$ cat config.mk
export PLATFORM = sky130hd
export DESIGN_NAME = rat_uart_tx_port_flat
export DESIGN_NICKNAME = d
export VERILOG_FILES = /design/src/rtl/rat_uart_tx_port_if.sv /design/src/rtl/rat_uart_tx_port.sv /design/src/flat_wrapper.sv
export SDC_FILE = /design/constraint.sdc
export NUM_CORES = 1
export LEC_CHECK = 0
export CORE_ASPECT_RATIO = 0.9
export CORE_MARGIN = 2
export CORE_UTILIZATION = 50
export CTS_CLUSTER_DIAMETER = 50
export DETAILED_ROUTE_END_ITERATION = 6
export PLACE_DENSITY = 0.7
export SLEW_MARGIN = 20
export SYNTH_ARGS = -nofsm -noshare
export SYNTH_HDL_FRONTEND = slang
export SYNTH_SLANG_ARGS = --single-unit
$ cat constraint.sdc
create_clock -name CLK -period 3.29 [get_ports CLK]
set_input_delay 0.658 -clock CLK [delete_from_list [all_inputs] [get_ports CLK]]
set_output_delay 0.658 -clock CLK [all_outputs]
set_load 0.05 [all_outputs]
$ cat src/rtl/rat_uart_tx_port_if.sv
// RAT MCU output bus: port address, data and strobe.
// The MCU drives the master side; peripherals listen on the slave side.
interface rat_uart_tx_port_if;
  logic [7:0] PORT_ID;
  logic [7:0] OUT_PORT;
  logic       IO_STRB;

  modport master (
    output PORT_ID,
    output OUT_PORT,
    output IO_STRB
  );

  modport slave (
    input PORT_ID,
    input OUT_PORT,
    input IO_STRB
  );
endinterface

$ cat src/rtl/rat_uart_tx_port.sv
// RAT MCU UART transmit peripheral: byte FIFO fed by OUT
// instructions, 8N1 serialiser, status byte and drain interrupt.
module rat_uart_tx_port #(
  parameter logic [7:0] TX_PORT_ID   = 8'h40,
  parameter logic [7:0] STAT_PORT_ID = 8'h41,
  parameter int         CLKS_PER_BIT = 868,
  parameter int         FIFO_DEPTH   = 8
) (
  input  logic                  CLK,
  input  logic                  RESET_N,
  rat_uart_tx_port_if.slave     i_bus,
  output logic [7:0]            STATUS,
  output logic                  TX,
  output logic                  TX_BUSY,
  output logic                  INTR
);

  localparam int AW = $clog2(FIFO_DEPTH);
  localparam int TW = $clog2(CLKS_PER_BIT);
  localparam logic [3:0]    DEPTH  = 4'(FIFO_DEPTH);
  localparam logic [TW-1:0] T_LAST = TW'(CLKS_PER_BIT - 1);

  typedef enum logic [1:0] {
    IDLE,
    START,
    DATA,
    STOP
  } state_t;

  state_t        r_state;
  logic [7:0]    r_mem [FIFO_DEPTH];
  logic [AW-1:0] r_wptr;
  logic [AW-1:0] r_rptr;
  logic [3:0]    r_count;
  logic          r_ovr;
  logic [TW-1:0] r_timer;
  logic [2:0]    r_bit;
  logic [7:0]    r_shift;
  logic          r_tx;
  logic          r_intr;

  logic       w_empty;
  logic       w_full;
  logic       w_wr;
  logic       w_ctl;
  logic       w_push;
  logic       w_pop;
  logic       w_flush;
  logic       w_clr;
  logic       w_tend;
  logic [7:0] w_head;

  assign w_empty = (r_count == 4'd0);
  assign w_full  = (r_count == DEPTH);
  assign w_wr    = i_bus.IO_STRB &&
                   (i_bus.PORT_ID == TX_PORT_ID);
  assign w_ctl   = i_bus.IO_STRB &&
                   (i_bus.PORT_ID == STAT_PORT_ID);
  assign w_push  = w_wr && !w_full;
  assign w_flush = w_ctl && i_bus.OUT_PORT[0];
  assign w_clr   = w_ctl && i_bus.OUT_PORT[1];
  assign w_tend  = (r_timer == T_LAST);
  assign w_head  = r_mem[r_rptr];

  // The serialiser takes the head in IDLE or at the last stop cycle.
  assign w_pop = !w_empty &&
                 ((r_state == IDLE) ||
                  ((r_state == STOP) && w_tend));

  always_ff @(posedge CLK) begin
    if (w_push) r_mem[r_wptr] <= i_bus.OUT_PORT;
  end

  always_ff @(posedge CLK or negedge RESET_N) begin
    if (!RESET_N) begin
      r_wptr  <= '0;
      r_rptr  <= '0;
      r_count <= '0;
      r_ovr   <= 1'b0;
    end else begin
      if (w_flush) begin
        r_wptr  <= '0;
        r_rptr  <= '0;
        r_count <= '0;
      end else begin
        if (w_push) r_wptr <= r_wptr + AW'(1);
        if (w_pop)  r_rptr <= r_rptr + AW'(1);
        r_count <= r_count + 4'(w_push) - 4'(w_pop);
      end
      if (w_wr && w_full) r_ovr <= 1'b1;
      else if (w_clr)     r_ovr <= 1'b0;
    end
  end

  always_ff @(posedge CLK or negedge RESET_N) begin
    if (!RESET_N) begin
      r_state <= IDLE;
      r_timer <= '0;
      r_bit   <= '0;
      r_shift <= '0;
      r_tx    <= 1'b1;
      r_intr  <= 1'b0;
    end else begin
      r_intr <= 1'b0;
      unique case (r_state)
        IDLE: begin
          r_tx    <= 1'b1;
          r_timer <= '0;
          if (w_pop) begin
            r_shift <= w_head;
            r_tx    <= 1'b0;
            r_state <= START;
          end
        end
        START: begin
          if (w_tend) begin
            r_timer <= '0;
            r_bit   <= '0;
            r_tx    <= r_shift[0];
            r_state <= DATA;
          end else begin
            r_timer <= r_timer + TW'(1);
          end
        end
        DATA: begin
          if (w_tend) begin
            r_timer <= '0;
            if (r_bit == 3'd7) begin
              r_tx    <= 1'b1;
              r_state <= STOP;
            end else begin
              r_bit   <= r_bit + 3'd1;
              r_shift <= {1'b0, r_shift[7:1]};
              r_tx    <= r_shift[1];
            end
          end else begin
            r_timer <= r_timer + TW'(1);
          end
        end
        STOP: begin
          if (w_tend) begin
            r_timer <= '0;
            if (w_pop) begin
              // Next frame follows with no idle gap.
              r_shift <= w_head;
              r_tx    <= 1'b0;
              r_state <= START;
            end else begin
              r_intr  <= 1'b1;
              r_state <= IDLE;
            end
          end else begin
            r_timer <= r_timer + TW'(1);
          end
        end
        default: r_state <= IDLE;
      endcase
    end
  end

  assign TX      = r_tx;
  assign INTR    = r_intr;
  assign TX_BUSY = (r_state != IDLE);
  assign STATUS  = {r_count, r_ovr, w_empty, w_full, TX_BUSY};

endmodule

$ cat src/flat_wrapper.sv
// flat-port wrapper written by rule: the top's interface ports become plain ports
module rat_uart_tx_port_flat 
#(
  parameter logic [7:0] TX_PORT_ID   = 8'h40,
  parameter logic [7:0] STAT_PORT_ID = 8'h41,
  parameter int         CLKS_PER_BIT = 868,
  parameter int         FIFO_DEPTH   = 8
)
  (CLK, RESET_N, STATUS, TX, TX_BUSY, INTR, i_bus_PORT_ID, i_bus_OUT_PORT, i_bus_IO_STRB);
  rat_uart_tx_port_if i_bus_i ();
  input  logic CLK;
  input  logic RESET_N;
  output logic [7:0] STATUS;
  output logic TX;
  output logic TX_BUSY;
  output logic INTR;
  input wire logic [$bits(i_bus_i.PORT_ID)-1:0] i_bus_PORT_ID;
  input wire logic [$bits(i_bus_i.OUT_PORT)-1:0] i_bus_OUT_PORT;
  input wire logic [$bits(i_bus_i.IO_STRB)-1:0] i_bus_IO_STRB;
  assign i_bus_i.PORT_ID = i_bus_PORT_ID;
  assign i_bus_i.OUT_PORT = i_bus_OUT_PORT;
  assign i_bus_i.IO_STRB = i_bus_IO_STRB;
  rat_uart_tx_port #(.TX_PORT_ID(TX_PORT_ID), .STAT_PORT_ID(STAT_PORT_ID), .CLKS_PER_BIT(CLKS_PER_BIT), .FIFO_DEPTH(FIFO_DEPTH)) u_core (.CLK(CLK), .RESET_N(RESET_N), .i_bus(i_bus_i), .STATUS(STATUS), .TX(TX), .TX_BUSY(TX_BUSY), .INTR(INTR));
endmodule
# --- Word level (Yosys, flattened, before mapping) ---
# Memory sizes are Yosys's and may differ from the RTL's.
# Cells that the tools add are included.
word_totals:
  regBits: 36
  ramBits: 64
  in_bits: 19
  out_inout_bits: 11
  elab_cells: 92
  mem_count: 1
mem_list:
  columns: ["memory", "depth", "width", "read_ports", "rd_clocked_by_memory_dff", "wr", "line", "text"]
  rows:
  - ["u_core.r_mem", 8, 8, 1, 0, 1, "rat_uart_tx_port.sv:31", "logic [7:0] r_mem [FIFO_DEPTH];"]
classes:
  add_sub_neg: 6
  n_eq_ne: 15
  n_mux: 36
  reduce_logical: 24
ops:
  columns: ["op", "n"]
  rows:
  - ["two-way mux 8 bit", 4]
  - ["case mux 8 bit (3 select lines)", 1]
  - ["two-way mux 3 bit", 7]
  - ["case mux 10 bit (2 select lines)", 1]
  - ["== test 8 x 7 -> 1 bit, second input constant", 2]
  - ["two-way mux 1 bit", 13]
  - ["inequality test 2 x 1 -> 1 bit, second input constant", 6]
  - ["AND reduction 4 bit", 3]
  - ["adder 10 x 1 -> 10 bit, second input constant", 1]
  - ["== test 10 bit, second input constant", 1]
  - ["two-way mux 10 bit", 1]
  - ["two-way mux 2 bit", 5]
  - ["nonzero test 2 bit", 5]
  - ["adder 3 x 1 -> 3 bit, second input constant", 3]
  - ["logical AND 1 bit", 8]
  - ["case mux 2 bit (4 select lines)", 1]
  - ["case mux 3 bit (2 select lines)", 1]
  - ["AND reduction 5 bit", 1]
  - ["adder 4 x 1 -> 4 bit", 1]
  - ["== test 2 bit, second input constant", 2]
  - ["== test 4 bit, second input constant", 1]
  - ["zero test 4 bit", 1]
  - ["two-way mux 4 bit", 1]
  - ["case mux 1 bit (4 select lines)", 1]
  - ["other kinds (9)", 10]

# --- Depth between registers and ports, before layout ---
logic_depth:
  ltp_word: 7
  depth_mapped: 11
  ltp_nobuf: 11

# --- Worst setup path after synthesis ---
# OpenSTA, ideal clock, no wires.
synth_path:
  path_kind: "reg2reg"
  start: "reg u_core.r_count[2]"
  end: "mem u_core.r_mem[0][0], enable pin"
  setup_ns: 0.383
  t_arrival_ns: 2.264
  required_time_ns: 2.907
  setup_slack_ns: 0.643
  path_stages_with_launch: 8
  n_path_buf: 0
  period_less_slack_ns: 2.647
  path_cell_list: "dfrtp_1 -> inv_1 -> ha_1 -> nor3b_1 -> nand4bb_1 -> inv_1 -> nand2b_1 -> nor3_1"
synth_between:
  elab_chain_cells: 5
synth_rtl:
  columns: ["element", "line", "text"]
  rows:
  - ["from (decl)", "rat_uart_tx_port.sv:34", "logic [3:0] r_count;"]
  - ["from (signal assigned)", "rat_uart_tx_port.sv:88", "r_count <= r_count + 4'(w_push) - 4'(w_pop);"]
  - ["== test 4 bit", "rat_uart_tx_port.sv:54", "assign w_full = (r_count == DEPTH);"]
  - ["via u_core.w_full", "rat_uart_tx_port.sv:43", "logic w_full;"]
  - ["zero test 1 bit", "rat_uart_tx_port.sv:59", "assign w_push = w_wr && !w_full;"]
  - ["logical AND 1 bit", "rat_uart_tx_port.sv:59", null]
  - ["two-way mux 1 bit", "rat_uart_tx_port.sv:71", "if (w_push) r_mem[r_wptr] <= i_bus.OUT_PORT;"]
  - ["two-way mux 1 bit (implied by the code)", "rat_uart_tx_port.sv:71", null]
  - ["to (decl)", "rat_uart_tx_port.sv:31", null]
# The timed path passes the listed nets, and every way through them passes these cells.

# --- Worst setup path in the final report ---
layout_path:
  start: "reg u_core.r_state[1]"
  end: "out TX_BUSY"
layout_between:
  elab_chain_cells: 1
layout_rtl:
  columns: ["element", "line", "text"]
  rows:
  - ["from (decl)", "rat_uart_tx_port.sv:30", "state_t r_state;"]
  - ["from (signal assigned)", "rat_uart_tx_port.sv:97", "r_state <= IDLE;"]
  - ["from (signal assigned)", "rat_uart_tx_port.sv:112", "r_state <= START;"]
  - ["from (signal assigned)", "rat_uart_tx_port.sv:120", "r_state <= DATA;"]
  - ["nonzero test 2 bit", "rat_uart_tx_port.sv:163", "assign TX_BUSY = (r_state != IDLE);"]
  - ["to (decl)", "flat_wrapper.sv:15", "output logic TX_BUSY;"]
# No other way between the ends.

==> summary.md <==
| Metric | Value |
|---|---|
| Remaining DRCs | 0 |
| Clock root buffer | clkbuf_8 |
| EDFF count, synth | 64 |
| Mapped Area | 4660 sq um |
| Antenna Violating Nets Remaining | 0 |
| Initial antenna violation count | 0 |
| Lkg Pwr | 1.96 nW |
| Initial Utilization | 0.513 |
| Number of library cell types mapped by synthesis | 65 |
| RSZ-0062 raised after global routing | no |
| CP Launch Type | flop |
| Die area | 10100 sq um |
| Pin count of the biggest net entering global routing | 37 |
| Syn_nets | 350 |
| Routed length per instance | 17.4 microns |
| Area Overhead vs Synth | 12.2% |
| Final Hold Viols | 0 |
| Layout cells sized above 1 | 0.166 |
| CTS Hold Bufs | 0 |
| Status | finished, final reports clean |
| CTS tree | yes |
| Peak supply drop | 0.387 mV |
| Top Ports | 30 |
| Setup violators final | 0 |
| Kind of critical path | flop to output pin |
| Req. time, crit path | 2.63 ns |
| Post-cts resize count | 0 |
| Fraction of the cycle the final worst path needs | 0.915 |
| Setup TNS | 0 ns |
| PD cells | 740 nW/um^2 |
| Die extent in y | 95.6 microns |
| Vias per std cell | 5.69 |
| Final Power | 3.87 mW |
| Hold Crit Class | input port to asynchronous set/reset pin |
| Total CTS buffers | 9 |
| Port bufs | 29 |
| Yosys top cell area share | 0.412 |
| Met1 Resource Use GR | 0.244 |
| Global route hottest layer | met2 |
| CP max FO | 15 |
| GPL Wtd Cong | 0.821 |
| Dominant synthesized flop cell | edfxtp_1 |
| F_max | 332 MHz |
| Cell row count | 33 |
| DR vias | 2684 |
| Area contributors post-synth | edfxtp_1 41%, dfrtp_1 19%, mux4_2 7.7% |
| N_diodes | 0 |
| Synth Instances | 314 |
| Fin crit period | 3.01 ns |
| FF+latch count, synth | 100 |
| DP Wirelength | 5510 microns |
| Core Region | 9080 sq um |
| Routed wire length | 8220 microns |
| Ys async rst share | 0.360 |
| Data arrival time of the worst path | 2.35 ns |
| Final setup skew | 0.0111 ns |
| Grt met2 use | 0.291 |
| Post-synthesis sequential area ratio | 0.606 |
| First-pass GRT wire length | 13600 microns |
| Skew-Pair Late Insertion Delay | 0.37 ns |
| Met3 usage | 0.0451 |
| Sinks on Clock Net | 100 |
| Max Cap Viol | 0 |
| 1st-iter DRT viols | 198 |
| Clock transition at the registers of the reported paths | 0.10 ns |
| Gr usage total | 0.180 |
| Synthesis warning total | 0 |
| Nets | 381 |
| Vias in the first global route | 2638 |
| Pins Over Slew Limit | 0 |
| H-tree Lvls | 3 |
| Worst Setup End Kind | output pin |
| Die width | 106 microns |
| Worst slew pin tran | 0.902 ns |
| Postcts setup bufs | 0 |
| CTS Buffer Depth | 2 |
| Worst slew margin | 0.398 |
| Synth area leader | edfxtp_1 |
| GRT overflow | 0 |
| Drt pass-1 iters | 4 |
| Synth Area per Inst | 14.8 sq um |
## flip-flops by register name, summed over array words and instances (netlist names)
name            flops
u_core.r_count      4
u_core.r_shift      8
u_core.TX           1
u_core.r_rptr       3
u_core.r_wptr       3
u_core.r_bit        3
u_core.INTR         1
u_core.r_mem       64
u_core.r_timer     10
u_core.r_state      2
u_core.r_ovr        1
## through the flow
step / util / std cells / cell area (sq um) / setup WS (ns) / hold slack [ns]
floorplan: - / 314 / 4660 / 0.643 / 0.362
global route: 0.575 / 472 / 5230 / 0.0911 / 0.420
global placement: 0.555 / 456 / 5040 / 0.527 / 0.465
finish: 0.575 / 472 / 5230 / 0.281 / 0.369
detailed placement: 0.555 / 456 / 5040 / 0.356 / 0.482
CTS: 0.575 / 472 / 5230 / 0.227 / 0.390
## critical path: stages, from the launching register on
cell and delay, ns:
dfrtp_1 0.45, inv_1 0.15, ha_1 0.48, inv_1 0.16, clkdlybuf4s50_1 0.73
## synthesized netlist by cell type, types with 7 or more instances
cell	count
a21oi_1	7
dfrtp_1	35
ha_1	16
mux4_2	16
mux2i_1	8
nor3_1	16
edfxtp_1	64
o21ai_0	8
nor2_1	16
nand2_1	11
inv_1	12
## placed cells by master (no fill, tap or decap), types with 4 or more instances in the layout
| cell type | n |
|---|---|
| clkbuf_8 | 9 |
| mux2i_1 | 8 |
| dfrtp_1 | 34 |
| ha_1 | 16 |
| edfxtp_1 | 64 |
| inv_1 | 12 |
| nor3_1 | 16 |
| xnor2_1 | 5 |
| xor2_1 | 5 |
| a21oi_1 | 7 |
| nand2b_1 | 4 |
| nor2_1 | 16 |
| nand2_1 | 11 |
| mux4_2 | 16 |
| a221o_1 | 5 |
| nand4_1 | 4 |
| buf_4 | 9 |
| o21ai_0 | 8 |
| clkdlybuf4s50_1 | 28 |
| nand3_1 | 5 |
## final cells by class
cell class,count,area (sq um)
Fill cell,740,3860
Inverter,13,48.8
Timing Repair Buffer,38,353
Tap cell,122,153
Multi-Input combinational cell,183,1660
Clock buffer,9,124
Sequential cell,100,2830
Clock inverter,7,63.8
## where the power goes
part           total [mW]  internal [mW]  switching, mW
logic                1.37          0.677          0.697
registers            1.73           1.49          0.248
clock network       0.758          0.295          0.463
total                3.87           2.46           1.41
## cell families (layout without fill, tap and decap cells)
group,after synthesis,in the layout,synth area share
buffers and inverters,31,67,0.0379
adders and majority gates,17,17,0.0472
muxes,29,29,0.108
and+or+nand+nor,83,83,0.110
xor gates and xnor gates,10,10,0.0188
DFF,100,100,0.606
AOI/OAI and AO/OA,44,44,0.0717
## path summary, 6_finish.rpt
check | to | depth (start not counted) | start | slack (ns)
max | TX_BUSY | 4 | u_core.r_state[1]$_DFFE_PN0P_ | 0.28
min | u_core.r_timer[6]$_DFF_PN0_ | 1 | RESET_N | 0.37
max reg2reg | u_core.r_count[2]$_DFF_PN0_ | 9 | u_core.r_timer[0]$_DFF_PN0_ | 0.55
min reg2reg | u_core.r_timer[0]$_DFF_PN0_ | 1 | u_core.r_timer[0]$_DFF_PN0_ | 0.50
max in group asynchronous | u_core.r_rptr[0]$_DFFE_PN0P_ | 1 | RESET_N | 2.33
min in group CLK | u_core.r_timer[0]$_DFF_PN0_ | 1 | u_core.r_timer[0]$_DFF_PN0_ | 0.50
## per-layer routing
layer	routed length, microns	part of all wire
met1	3890	0.47
met2	3920	0.48
met3	297	0.036
met4	115	0.014
met5	0	0
Power figures use the tool's default switching activity.
==> edit: new RTL, same settings <==
`CLKS_PER_BIT` is set to 868 in 2 places; all go to 1736.
--- a/src/rtl/rat_uart_tx_port.sv
+++ b/src/rtl/rat_uart_tx_port.sv
@@ -3,7 +3,7 @@
 module rat_uart_tx_port #(
   parameter logic [7:0] TX_PORT_ID   = 8'h40,
   parameter logic [7:0] STAT_PORT_ID = 8'h41,
-  parameter int         CLKS_PER_BIT = 868,
+  parameter int         CLKS_PER_BIT = 1736,
   parameter int         FIFO_DEPTH   = 8
 ) (
   input  logic                  CLK,
--- a/src/flat_wrapper.sv
+++ b/src/flat_wrapper.sv
@@ -3,7 +3,7 @@
 #(
   parameter logic [7:0] TX_PORT_ID   = 8'h40,
   parameter logic [7:0] STAT_PORT_ID = 8'h41,
-  parameter int         CLKS_PER_BIT = 868,
+  parameter int         CLKS_PER_BIT = 1736,
   parameter int         FIFO_DEPTH   = 8
 )
   (CLK, RESET_N, STATUS, TX, TX_BUSY, INTR, i_bus_PORT_ID, i_bus_OUT_PORT, i_bus_IO_STRB);
Behaviour: no difference found for any inputs over 10 cycles, from zero or initial values and one cycle with RESET_N low; that may be too few to reach the edited logic, so the function may still have changed.
==> edit against the original RTL <==
Power rose by 1.8%; worst setup slack improved by 0.10 ns; largest cell class unchanged; routed wire length decreased by 3.9%; cell area is 0.74% lower; synthesized cell count fell by 1.9%; critical path type unchanged; synthesized area down 2.9%; sequential cell count up 1; worst hold slack improved by 0.0081 ns.
==> edit: results (changes against the original RTL) <==
| Metric | Value |
|---|---|
| Net Sw Frac | `35.7% (-0.78 points)` |
| Mapped Cells | `308 (-1.9%)` |
| DP Worst Slack | `0.289 ns (-0.0663 ns)` |
| Worst reg-to-reg setup slack | `0.42 ns (-0.13 ns)` |
| Vias per inst | `5.46 (-3.9%)` |
| Status | `complete, no violations` |
| Clock power frac | `21.6% (+2.0 points)` |
| Worst hold margin | `0.377 ns (+0.00807 ns)` |
| Fill cells | `681 (-8.0%)` |
| Metal2 WL | `3730 um (-4.8%)` |
| Layout cells sized above 1 | `15.6% (-0.95 points)` |
| First-pass GRT wire length | `13000 um (-4.9%)` |
| CP Max Fanout | `7 (-8)` |
| Gate power share | `35.1% (-0.4 points)` |
| Synth cell types | `51 (-22%)` |
| Post-synthesis sequential area ratio | `63.0% (+2.4 points)` |
| Largest net degree at the start of global routing | `38 (+2.7%)` |
| Total Nets Final | `383 (+0.52%)` |
| Post-synthesis net count | `344 (-1.7%)` |
| Area contributors post-synth | `edfxtp_1 (42%), dfrtp_1 (20%), mux4_2 (8.0%)` |
| GRT Overall Usage | `17.4% (-0.61 points)` |
| Met3 routed WL | `345 um (+16%)` |
| Top post-synthesis cells by count | `edfxtp_1 (64), dfrtp_1 (36), nor2_1 (34)` |
| Gp weighted congestion | `0.763 (-7.0%)` |
| VDD IR max | `308 uV (-21%)` |
| Top flop regs | `u_core.r_mem: 64 flops, u_core.r_timer: 11 flops, u_core.r_shift: 8 flops` |
==> edit: changes by cell type in the layout (fill, tap and decap cells not counted), sizes merged, moves of 3 or more <==
cell,unedited run,this run
and3,3,6
nor2,16,35
nand4,4,0
xnor2,5,9
nor3,16,7
nand2,12,15
mux2,5,1
==> edit: logic make-up (layout without fill, tap and decap cells) <==
| kind of cell | after synthesis | in the layout | share of synthesized area [%] |
|---|---|---|---|
| AO/OA/AOI/OAI | 41 | 41 | 6.61 |
| XOR/XNOR | 14 | 14 | 2.71 |
| adder cells (fa/ha/maj) | 17 | 17 | 4.87 |
| buffers and inverters | 22 | 66 | 2.49 |
| flip-flops | 101 | 101 | 63.0 |
| multiplexers | 26 | 26 | 10.2 |
| AND/OR/NAND/NOR | 87 | 87 | 10.2 |
==> edit: worst max-delay path by stage <==
stage | slack (ns) | from | depth (start not counted) | to
floorplan | 0.54 | i_bus_PORT_ID[1] | 4 | u_core.r_mem[2][0]$_DFFE_PP_
global route | 0.24 | u_core.r_timer[0]$_DFF_PN0_ | 10 | u_core.r_count[2]$_DFF_PN0_
CTS | 0.34 | u_core.r_state[0]$_DFFE_PN0P_ | 4 | STATUS[0]
detailed placement | 0.29 | i_bus_PORT_ID[1] | 6 | u_core.r_count[1]$_DFF_PN0_
finish | 0.38 | u_core.r_state[0]$_DFFE_PN0P_ | 4 | STATUS[0]
global placement | 0.34 | i_bus_PORT_ID[1] | 6 | u_core.r_count[1]$_DFF_PN0_
==> edit: area by class of cell <==
class	instances	area, um^2	share of cell area [%]
inverter	10	37.5	0.723
multi-input combinational	185	1560	30.1
timing repair buffer	40	368	7.09
sequential	101	2850	54.9
clock buffer	9	124	2.39
tap	119	149	2.87
clock inverter	7	97.6	1.88
